### src/rtl/fechadura_bloqueio.sv
// Bit-serial N-bit combination lock with consecutive-failure counter and timed lockout.
// Optional macro FECHADURA_PROG_EN adds nova_senha/grava to reprogram the code while open.
module fechadura_bloqueio #(
    parameter int             N               = 6,
    parameter logic [N-1:0]   SENHA_PADRAO    = 6'b101100,
    parameter int             MAX_TENTATIVAS  = 3,
    parameter int             ABERTO_CICLOS   = 8,
    parameter int             BLOQUEIO_CICLOS = 16
) (
    input  logic                                clock,
    input  logic                                reset_n,
    input  logic [N-1:0]                        senha_digitada,
    input  logic                                confirma,
`ifdef FECHADURA_PROG_EN
    input  logic [N-1:0]                        nova_senha,
    input  logic                                grava,
`endif
    output logic                                ledverde,
    output logic                                ledvermelho,
    output logic                                bloqueado,
    output logic                                ocupado,
    output logic [$clog2(MAX_TENTATIVAS+1)-1:0] tentativas
);

    localparam int TW   = $clog2(MAX_TENTATIVAS + 1);
    localparam int IW   = (N > 1) ? $clog2(N) : 1;
    localparam int TMAX = (ABERTO_CICLOS > BLOQUEIO_CICLOS) ? ABERTO_CICLOS : BLOQUEIO_CICLOS;
    localparam int CW   = (TMAX > 1) ? $clog2(TMAX) : 1;

    typedef enum logic [2:0] {
        FECHADO   = 3'd0,
        CHECA     = 3'd1,
        ABERTO    = 3'd2,
        ERRADO    = 3'd3,
        BLOQUEADO = 3'd4
    } estado_t;

    estado_t         state, state_next;
    logic [N-1:0]    cap;
    logic [N-1:0]    code;
    logic [IW-1:0]   idx;
    logic            flag;
    logic [CW-1:0]   timer;
    logic [TW-1:0]   tent;
    logic [TW-1:0]   tent_inc;
    logic            mismatch_final;
    logic            last;
    logic            lockout;

    always_ff @(posedge clock or negedge reset_n) begin
        if (!reset_n) state <= FECHADO;
        else          state <= state_next;
    end

    // The verdict on the last bit must include that bit, so the flag is ORed combinationally.
    always_comb begin
        state_next     = state;
        mismatch_final = flag | (cap[idx] ^ code[idx]);
        last           = (idx == IW'(N - 1));
        tent_inc       = tent + TW'(1);
        lockout        = (tent_inc == TW'(MAX_TENTATIVAS));
        case (state)
            FECHADO:   if (confirma) state_next = CHECA;
            CHECA: begin
                if (last) begin
                    if (!mismatch_final) state_next = ABERTO;
                    else if (lockout)    state_next = BLOQUEADO;
                    else                 state_next = ERRADO;
                end
            end
            ABERTO:    if (timer == '0) state_next = FECHADO;
            ERRADO:    state_next = FECHADO;
            BLOQUEADO: if (timer == '0) state_next = FECHADO;
            default:   state_next = FECHADO;
        endcase
    end

    always_ff @(posedge clock or negedge reset_n) begin
        if (!reset_n) begin
            idx   <= '0;
            flag  <= 1'b0;
            timer <= '0;
            tent  <= '0;
        end else begin
            case (state)
                FECHADO: begin
                    if (confirma) begin
                        idx  <= '0;
                        flag <= 1'b0;
                    end
                end
                CHECA: begin
                    flag <= mismatch_final;
                    if (!last) begin
                        idx <= idx + IW'(1);
                    end else if (!mismatch_final) begin
                        tent  <= '0;
                        timer <= CW'(ABERTO_CICLOS - 1);
                    end else if (lockout) begin
                        tent  <= TW'(MAX_TENTATIVAS);
                        timer <= CW'(BLOQUEIO_CICLOS - 1);
                    end else begin
                        tent <= tent_inc;
                    end
                end
                ABERTO: begin
                    if (timer != '0) timer <= timer - CW'(1);
                end
                BLOQUEADO: begin
                    if (timer != '0) timer <= timer - CW'(1);
                    else             tent  <= '0;
                end
                default: ;
            endcase
        end
    end

    // Captured copy isolates the check from changes on senha_digitada during CHECA.
    always_ff @(posedge clock) begin
        if (state == FECHADO && confirma) cap <= senha_digitada;
    end

`ifdef FECHADURA_PROG_EN
    always_ff @(posedge clock or negedge reset_n) begin
        if (!reset_n)                      code <= SENHA_PADRAO;
        else if (state == ABERTO && grava) code <= nova_senha;
    end
`else
    assign code = SENHA_PADRAO;
`endif

    assign ledverde    = (state == ABERTO);
    assign ledvermelho = (state == ERRADO) || (state == BLOQUEADO);
    assign bloqueado   = (state == BLOQUEADO);
    assign ocupado     = (state == CHECA);
    assign tentativas  = tent;

endmodule

### config.mk
export PLATFORM = sky130hd
export DESIGN_NAME = fechadura_bloqueio
export DESIGN_NICKNAME = d
export VERILOG_FILES = /design/src/rtl/fechadura_bloqueio.sv
export SDC_FILE = /design/constraint.sdc
export NUM_CORES = 1
export LEC_CHECK = 0
export ABC_AREA = 1
export CAP_MARGIN = 20
export CORE_ASPECT_RATIO = 1.75
export CORE_MARGIN = 8
export CORE_UTILIZATION = 45
export DETAILED_ROUTE_END_ITERATION = 12
export GPL_TIMING_DRIVEN = 0
export PLACE_DENSITY = 0.68
export SLEW_MARGIN = 5
export SYNTH_ARGS = -nofsm -noshare
export SYNTH_HDL_FRONTEND = slang
export SYNTH_SLANG_ARGS = --single-unit
export TNS_END_PERCENT = 20
### constraint.sdc
create_clock -name clock -period 2.2 [get_ports clock]
set_clock_uncertainty 0.05 [all_clocks]
set_input_delay 0.33 -clock clock [delete_from_list [all_inputs] [get_ports clock]]
set_output_delay 0.33 -clock clock [all_outputs]
set_load 0.01 [all_outputs]
; ---- After elaboration in Yosys (flattened, before gate mapping)
; Memories as Yosys holds them, arrays and structs flattened.
; Cells that the tools add are included.
[totals]
elab_cells = 64
rom_bits = 8
output_inout_bits = 6
regBits = 19
input_bits = 9
memories = 1
[classes]
eq_ne = 13
add_sub_neg = 3
n_mux = 24
magnitude_cmp = 1
n_reduce_logical = 14
n_bitwise = 2
[mem_list]
columns = memory, words, word_bits, read_ports, rd_clocked_by_memory_dff, wr, line_no
row1 = (name not given), 8, 1, 1, 0, 0, 58  ; mismatch_final = flag | (cap[idx] ^ code[idx]);
[op_table]
columns = cell, count
row1 = 3-bit two-way mux, 7
row2 = 4-bit two-way mux, 4
row3 = 3-bit case mux with 3 select lines, 1
row4 = 3-bit AND reduction, 3
row5 = 2-bit two-way mux, 4
row6 = 4-bit case mux with 2 select lines, 1
row7 = "3-bit by 2-bit equality test with 1-bit output, second input constant", 2
row8 = "3-bit equality test, second input constant", 2
row9 = "2-bit by 1-bit inequality test with 1-bit output, second input constant", 3
row10 = "2-bit inequality test, second input constant", 3
row11 = 3-bit case mux with 2 select lines, 1
row12 = 2-bit nonzero test, 3
row13 = 4-bit logical NOT, 1
row14 = "3-bit by 4-bit < comparator with 1-bit output, second input constant", 1
row15 = 2-bit case mux with 2 select lines, 1
row16 = 4-bit AND reduction, 1
row17 = 4-bit nonzero test, 1
row18 = "4-bit by 1-bit subtractor with 4-bit output, second input constant", 1
row19 = "3-bit by 1-bit adder with 3-bit output, second input constant", 1
row20 = 1-bit binary-select mux with 3-bit select, 1
row21 = "3-bit by 1-bit equality test with 1-bit output, second input constant", 1
row22 = 3-bit logical NOT, 1
row23 = 1-bit two-way mux, 3
row24 = "3-bit by 2-bit inequality test with 1-bit output, second input constant", 1
row25 = 9 further kinds, 9

; ---- Depth between registers and ports, before layout
; Gate-level depths: netlist of run 1.
[depth]
word_depth = 7
depth_mapped = 10
depth_no_buf = 10

; ---- Worst setup path after synthesis of run 1
; OpenSTA, ideal clock, no wires.
[synth_path]
path_kind = register to register
from = reg state[1]
to = reg cap[0], enable pin
arrival_ns = 1.013
stages_incl_launch_ff = 4
setup_ns = 0.350
n_path_buf = 0
period_less_slack_ns = 1.413
path_slack_ns = 0.787
t_required_ns = 1.800
cell_sequence = dfrtp_1 > nor2_2 > nand2_1 > nor2_1
[synth_between]
elab_chain_cells = 2
[synth_lines]
columns = item, line_no
row1 = "start, declared", 38  ; estado_t state, state_next;
row2 = "start signal, assigned", 52  ; else state <= state_next;
row3 = 3-bit logical NOT, 120  ; if (state == FECHADO && confirma) cap <= senha_digitada;
row4 = 1-bit logical AND, 120
row5 = "end signal, assigned", 120
row6 = "end, declared", 39  ; logic [N-1:0] cap;
; Every way passes these cells.
; A chain may end at the register's enable or synchronous reset.

; ---- Worst setup path in the final report of run 1
[layout_path]
from = reg state[2]
to = out ocupado
[layout_between]
elab_chain_cells = 1
[layout_lines]
columns = item, line_no
row1 = 3-bit by 1-bit equality test with 1-bit output, 135  ; assign ocupado = (state == CHECA);
row2 = "end, declared", 21  ; output logic ocupado,
; Every way passes these cells.

==> reports/qor.txt, run 1 <==
Tmin final -> 2030 ps
worst r2r dst -> cap[4]$_DFFE_PP_
Bufs and invs on worst path -> 2
Overall Power -> 0.00169 W
multi-input logic area -> 492 sq um
cts repair resizes -> 0
TritonCTS clock tree -> built
worst hold path class -> primary input to async pin
placed cells -> 161
Vert. Die Dim -> 80.7 microns
Final #Nets -> 155
CTS Buf Count -> 3
vias in the first global route -> 883
commonest non-fill, non-tap cell in the layout -> nand2_1
sequential cell area fraction in the yosys report -> 47.0%
Yosys top cell by area -> dfrtp_1
Vias -> 830
initial antenna violation count -> 0
Final ANT Viol Nets -> 0
# diodes -> 0
max_slew headroom -> 60.2%
yosys warns -> 0
number of synthesized register bits -> 19
Cell Count, Final, Fillers Out -> 165
Critical Path Sink Type -> primary output
layout cells sized above 1 -> 12.1%
grt total ovfl -> 0
Critical Path Stages -> 4
maximum vdd drop -> 0.681 mV
first-pass GRT wire length -> 3.68 mm
Pleak -> 0.601 nW
Reg2Reg Setup Slack -> 610 ps
CP max stage cell -> clkdlybuf4s50_1
starting density of the core -> 47.3%
status -> finished clean
Worst Reg-to-Reg Cells -> 3
WP data arrival -> 1650 ps
CTS Hold Buffers Added -> 0
final core occ -> 56.8%
register area -> 505 sq um
DRC errors left -> 0
largest net degree at the start of global routing -> 14
top post-synthesis cells by area -> dfrtp_1 30%, edfxtp_1 17%, nand2_1 12%, inv_1 5.9%, ha_1 5.8%
delay-heaviest family, CP -> buffers and inverters
RSZ-0062 raised after global routing -> no
final setup violation count -> 0
cells after synthesis -> 122
drt first-iter violations -> 17
Final Hold Viols -> 0
post-synthesis cell area -> 1070 sq um
final WL -> 1.99 mm
Mapped Avg Cell Area -> 8.81 sq um
Post-CTS Setup Inserts -> 0
syn nets -> 136
Root Driver -> clkbuf_8
Rows -> 23
Slew Limit Fails -> 0
Placer Congestion -> 0.834
Critical Path Fanout Max -> 5
reg2reg start -> state[2]$_DFFE_PN0P_
die area -> 4270 sq um
P&R area growth vs syn -> 20.1%
leading cell types in the layout, fill and taps excluded -> 35 x nand2_1, 17 x inv_1, 14 x clkdlybuf4s50_1
Core ar. -> 2270 sq um
DR WL/cell -> 12.1 microns
Fillers -> 208
Slew @ Worst Pin -> 596 ps
average vias per placed instance -> 5.03
Critical Path RT -> 1820 ps
num ports -> 15
die width -> 52.9 microns
IO buf count -> 14
clk sinks -> 19
clk_lat worst skew -> 260 ps
Worst setup SP type -> flop
Unique masters post-synth -> 26
Power Density -> 1310 nW/um^2
clock tree buffer depth -> 2
crit-path cells -> nor2_2, nand2_4, inv_4, clkdlybuf4s50_1
worst stage delay on the critical path -> 540 ps
final worst-path cycle share -> 92.4%
total iterations of the first detailed-routing run -> 3
CP Class -> flop to primary output
setup_tns -> 0 ps
H-tree levels -> 1
clock-pin slew on the worst setup and hold paths -> 70 ps
DP HPWL -> 1.63 mm
fmax -> 492 MHz
minimum hold slack -> 400 ps
top cell type's share of synthesized area -> 30.3%
GRT Overall Usage -> 11.3%
max-cap violations -> 0
[cells in the mapped netlist]
master / n
nand3_4: 1
inv_4: 1
o22ai_1: 2
a21oi_4: 1
mux2i_1: 1
edfxtp_1: 6
inv_1: 17
xnor2_1: 1
xor2_1: 1
o21ai_1: 1
inv_2: 2
nand2_1: 35
a22o_1: 1
nand3_1: 11
o211ai_1: 1
nand3_2: 2
or2_1: 1
nor2_1: 6
ha_1: 5
o21ai_4: 1
dfrtp_1: 13
nand2_2: 2
nor2_2: 1
a21oi_1: 2
nand2_4: 3
o21ai_0: 4
[cells by family after synthesis]
group                    count (synthesis)  synth area share [%]
flip-flops                              19                  47.0
adder cells (fa/ha/maj)                  5                  5.82
XOR/XNOR                                 2                  1.63
AND/OR/NAND/NOR                         62                  28.4
AO/OA/AOI/OAI                           13                  8.96
buffers and inverters                   20                  7.22
multiplexers                             1                 0.931
[registers in the layout, summed over array words and instances (netlist names)]
name,flops
idx,3
flag,1
tentativas,2
cap,6
state,3
timer,4
[area by class of cell]
type	instances	share of cell area (%)
tap	25	2.42
clock buffer	4	3.49
timing repair buffer	14	10.9
sequential	19	39.1
multi-input combinational	83	38.1
inverter	20	6.01
[metrics by stage]
stage                     area, sq um  setup WS (ps)
after floorplan                  1070            787
after global placement           1250            458
after detailed placement         1250            441
after CTS                        1290            153
after global routing             1290           63.5
final                            1290            167
[worst max path at each step]
stage,from,slack [ps],to
3_3_place_gp,state[2]$_DFFE_PN0P_,460,ocupado
6_report,state[2]$_DFFE_PN0P_,170,ocupado
3_5_place_dp,state[2]$_DFFE_PN0P_,440,ocupado
4_1_cts,state[2]$_DFFE_PN0P_,150,ocupado
2_1_floorplan,state[1]$_DFFE_PN0P_,790,cap[0]$_DFFE_PP_
5_1_grt,state[2]$_DFFE_PN0P_,60,ocupado
[report_power, final]
part           switching, W  leakage [nW]  internal [W]
logic              0.000509         0.362      0.000336
registers          0.000109         0.217      0.000498
clock network      0.000109        0.0228      0.000129
total              0.000726         0.601      0.000963
[per-layer routing]
metal,global-route usage [%],vias to the layer above,part of all wire [%]
met1,10.7,385,37
met4,6.25,0,2.6
met3,2.96,5,3.9
met2,20.4,14,56
met5,0,-,0
li1,-,426,-
(Power assumes the default switching activity.)
==> inputs of run 2 (changes only) <==
--- a/config.mk
+++ b/config.mk
@@ -5,14 +5,14 @@
 export SDC_FILE = /design/constraint.sdc
 export NUM_CORES = 1
 export LEC_CHECK = 0
-export ABC_AREA = 1
+export ABC_CLOCK_PERIOD_IN_PS = 2200
 export CAP_MARGIN = 20
 export CORE_ASPECT_RATIO = 1.75
 export CORE_MARGIN = 8
 export CORE_UTILIZATION = 45
 export DETAILED_ROUTE_END_ITERATION = 12
 export GPL_TIMING_DRIVEN = 0
-export PLACE_DENSITY = 0.68
+export PLACE_DENSITY = 0.65
 export SLEW_MARGIN = 5
 export SYNTH_ARGS = -nofsm -noshare
 export SYNTH_HDL_FRONTEND = slang
==> run 2 against run 1 <==
  * Worst hold slack better by 7.9 ps
  * Worst setup slack got worse by 65 ps
  * Sequential share of layout area decreased by 0.63 points
  * Critical path depth shrank 1
  * First-iteration DRC count fell by 41%
  * Synthesized cell count is 27% lower
  * Clock-buffer cell count shrank 1
==> reports/qor.txt, run 2 <==
die width -> 53.2 microns
CP Class -> flop to primary output
drt first-iter violations -> 10
Post-synth EDFFs -> 6
internal cell power -> 0.00102 W
Largest regs -> cap (6), timer (4)
pre-CTS WS -> 199 ps
Sw Share -> 39.4%
register area -> 505 sq um
final setup violation count -> 0
WP data arrival -> 1720 ps
sequential cell area fraction in the yosys report -> 46.4%
clock share of power -> 14.1%
minimum hold slack -> 408 ps
cell with the most instances after synthesis -> dfrtp_1
multi-input logic area -> 541 sq um
number of synthesized register bits -> 19
DR WL/cell -> 17.0 microns
setup_tns -> 0 ps
num ports -> 15
top post-synthesis cells by area -> dfrtp_1 30%, edfxtp_1 17%, ha_1 5.7%, o311ai_4 4.8%, a32o_1 2.8%
RSZ-0062 raised after global routing -> no
Pleak -> 0.536 nW
Final Hold Viols -> 0
Critical Path Sink Type -> primary output
asr flop ratio synth -> 68.4%
busiest grt layer -> met2
Vert. Die Dim -> 81.1 microns
grt met2 use -> 20.4%
worst hold path class -> primary input to async pin
Root Driver -> clkbuf_8
GRT Overall Usage -> 11.2%
total iterations of the first detailed-routing run -> 4
clock tree buffer depth -> 2
max_slew headroom -> 50.0%
Fillers -> 216
first-pass GRT wire length -> 3.75 mm
max-cap violations -> 0
Psw -> 0.000661 W
Vias -> 755
max reg flops -> 6
Slew @ Worst Pin -> 748 ps
clk_lat worst skew -> 250 ps
Mapped Avg Cell Area -> 12.2 sq um
yosys warns -> 0
Tmin final -> 2100 ps
Critical Path Fanout Max -> 6
Core ar. -> 2300 sq um
commonest non-fill, non-tap cell in the layout -> clkdlybuf4s50_1
final WL -> 2.24 mm
leading cell types in the layout, fill and taps excluded -> 14 x clkdlybuf4s50_1, 13 x dfrtp_1, 8 x nor2_1
Cell Count, Final, Fillers Out -> 132
largest net degree at the start of global routing -> 14
DRC errors left -> 0
average vias per placed instance -> 5.72
Worst setup SP type -> flop
Commonest cells post-synth -> 13 x dfrtp_1, 8 x nor2_1, 6 x edfxtp_1, 6 x inv_1
H-tree levels -> 1
GR Layer Usage met3 -> 2.01%
Rows -> 23
Reg with most FFs -> cap
top cell type's share of synthesized area -> 29.9%
Unique masters post-synth -> 35
cells after synthesis -> 89
maximum vdd drop -> 0.611 mV
Final ANT Viol Nets -> 0
Slew Limit Fails -> 0
Most used DFF post-synth -> dfrtp_1
Final #Nets -> 122
IO buf count -> 14
Critical Path RT -> 1820 ps
Post-CTS Setup Inserts -> 0
CTS Buf Count -> 3
DP HPWL -> 1.81 mm
Power Density -> 1280 nW/um^2
starting density of the core -> 47.3%
TritonCTS clock tree -> built
vias in the first global route -> 800
Yosys top cell by area -> dfrtp_1
clock-pin slew on the worst setup and hold paths -> 70 ps
initial antenna violation count -> 0
placed cells -> 128
clk sinks -> 19
fmax -> 477 MHz
post-synthesis cell area -> 1090 sq um
Gate power share -> 49.4%
fin worst setup slack -> 102 ps
Sequential Power Share -> 36.5%
CTS Hold Buffers Added -> 0
Overall Power -> 0.00168 W
syn nets -> 103
cts repair resizes -> 0
GRT met1 Usage -> 12.4%
Placer Congestion -> 0.686
status -> finished clean
grt total ovfl -> 0
P&R area growth vs syn -> 20.6%
layout cells sized above 1 -> 18.7%
final worst-path cycle share -> 95.3%
# diodes -> 0
die area -> 4310 sq um
## run 2: changes by cell type after synthesis, sizes merged, moves of 3 or more
| cell | before | now |
|---|---|---|
| a22o | 1 | 4 |
| nand2b | 0 | 4 |
| nand3 | 14 | 3 |
| o2bb2ai | 0 | 3 |
| o21ai | 6 | 3 |
| nand2 | 40 | 5 |
| a32o | 0 | 3 |
| inv | 20 | 6 |
## run 2: power by group through the flow
stage / Sequential (W) / Clock [W] / Combinational, W
finish: 0.000613 / 0.000237 / 0.000829
global placement: 0.000613 / 0 / 0.000801
detailed placement: 0.000619 / 0 / 0.000840
global route: 0.000635 / 0.000253 / 0.000919
floorplan: 0.000593 / 0 / 0.000624
CTS: 0.000614 / 0.000246 / 0.000841
## run 2: path summary, 6_finish.rpt
| check | start | end | slack [ps] | cells after the start |
|---|---|---|---|---|
| min reg2reg | timer[3]$_DFFE_PN0P_ | timer[3]$_DFFE_PN0P_ | 470 | 1 |
| max in group asynchronous | reset_n | state[1]$_DFFE_PN0P_ | 1290 | 1 |
| max | state[2]$_DFFE_PN0P_ | ledvermelho | 100 | 3 |
| max reg2reg | idx[1]$_DFFE_PN0P_ | timer[1]$_DFFE_PN0P_ | 180 | 6 |
| min | reset_n | idx[0]$_DFFE_PN0P_ | 410 | 1 |
| min in group clock | timer[3]$_DFFE_PN0P_ | timer[3]$_DFFE_PN0P_ | 470 | 1 |
## run 2: layer usage
metal,vias to the layer above,share of wire [%]
met5,-,0
met4,0,0.71
met3,2,3.2
met2,13,57
met1,373,39
li1,367,-
## run 2: cells by family (layout without fill, tap and decap cells)
family	Yosys count	count (layout)	share of synthesized area, %
flip-flops	19	19	46.4
buffers and inverters	9	27	4.48
AND/OR/NAND/NOR	28	28	14.9
XOR/XNOR	1	1	0.805
AO/OA/AOI/OAI	23	23	23.4
adder cells (fa/ha/maj)	5	5	5.75
multiplexers	4	4	4.14
## run 2: cell type report
| cell class | instances | area share (%) |
|---|---|---|
| Sequential cell | 19 | 38.5 |
| Clock inverter | 1 | 0.381 |
| Timing Repair Buffer | 14 | 10.7 |
| Tap cell | 25 | 2.38 |
| Buffer | 3 | 2.00 |
| Clock buffer | 3 | 3.15 |
| Inverter | 6 | 1.72 |
| Multi-Input combinational cell | 61 | 41.2 |
## run 2: critical path, stage by stage (launching register included)
cell	delay, ps
dfrtp_1	460
nand2b_1	260
mux2i_1	170
clkdlybuf4s50_1	570
## run 2: per-stage QoR
| step | util (%) | instance area, sq um |
|---|---|---|
| finish | 57.0 | 1310 |
| global route | 57.0 | 1310 |
| CTS | 57.0 | 1310 |
| detailed placement | 55.0 | 1270 |
| global placement | 54.7 | 1260 |
| floorplan | - | 1090 |
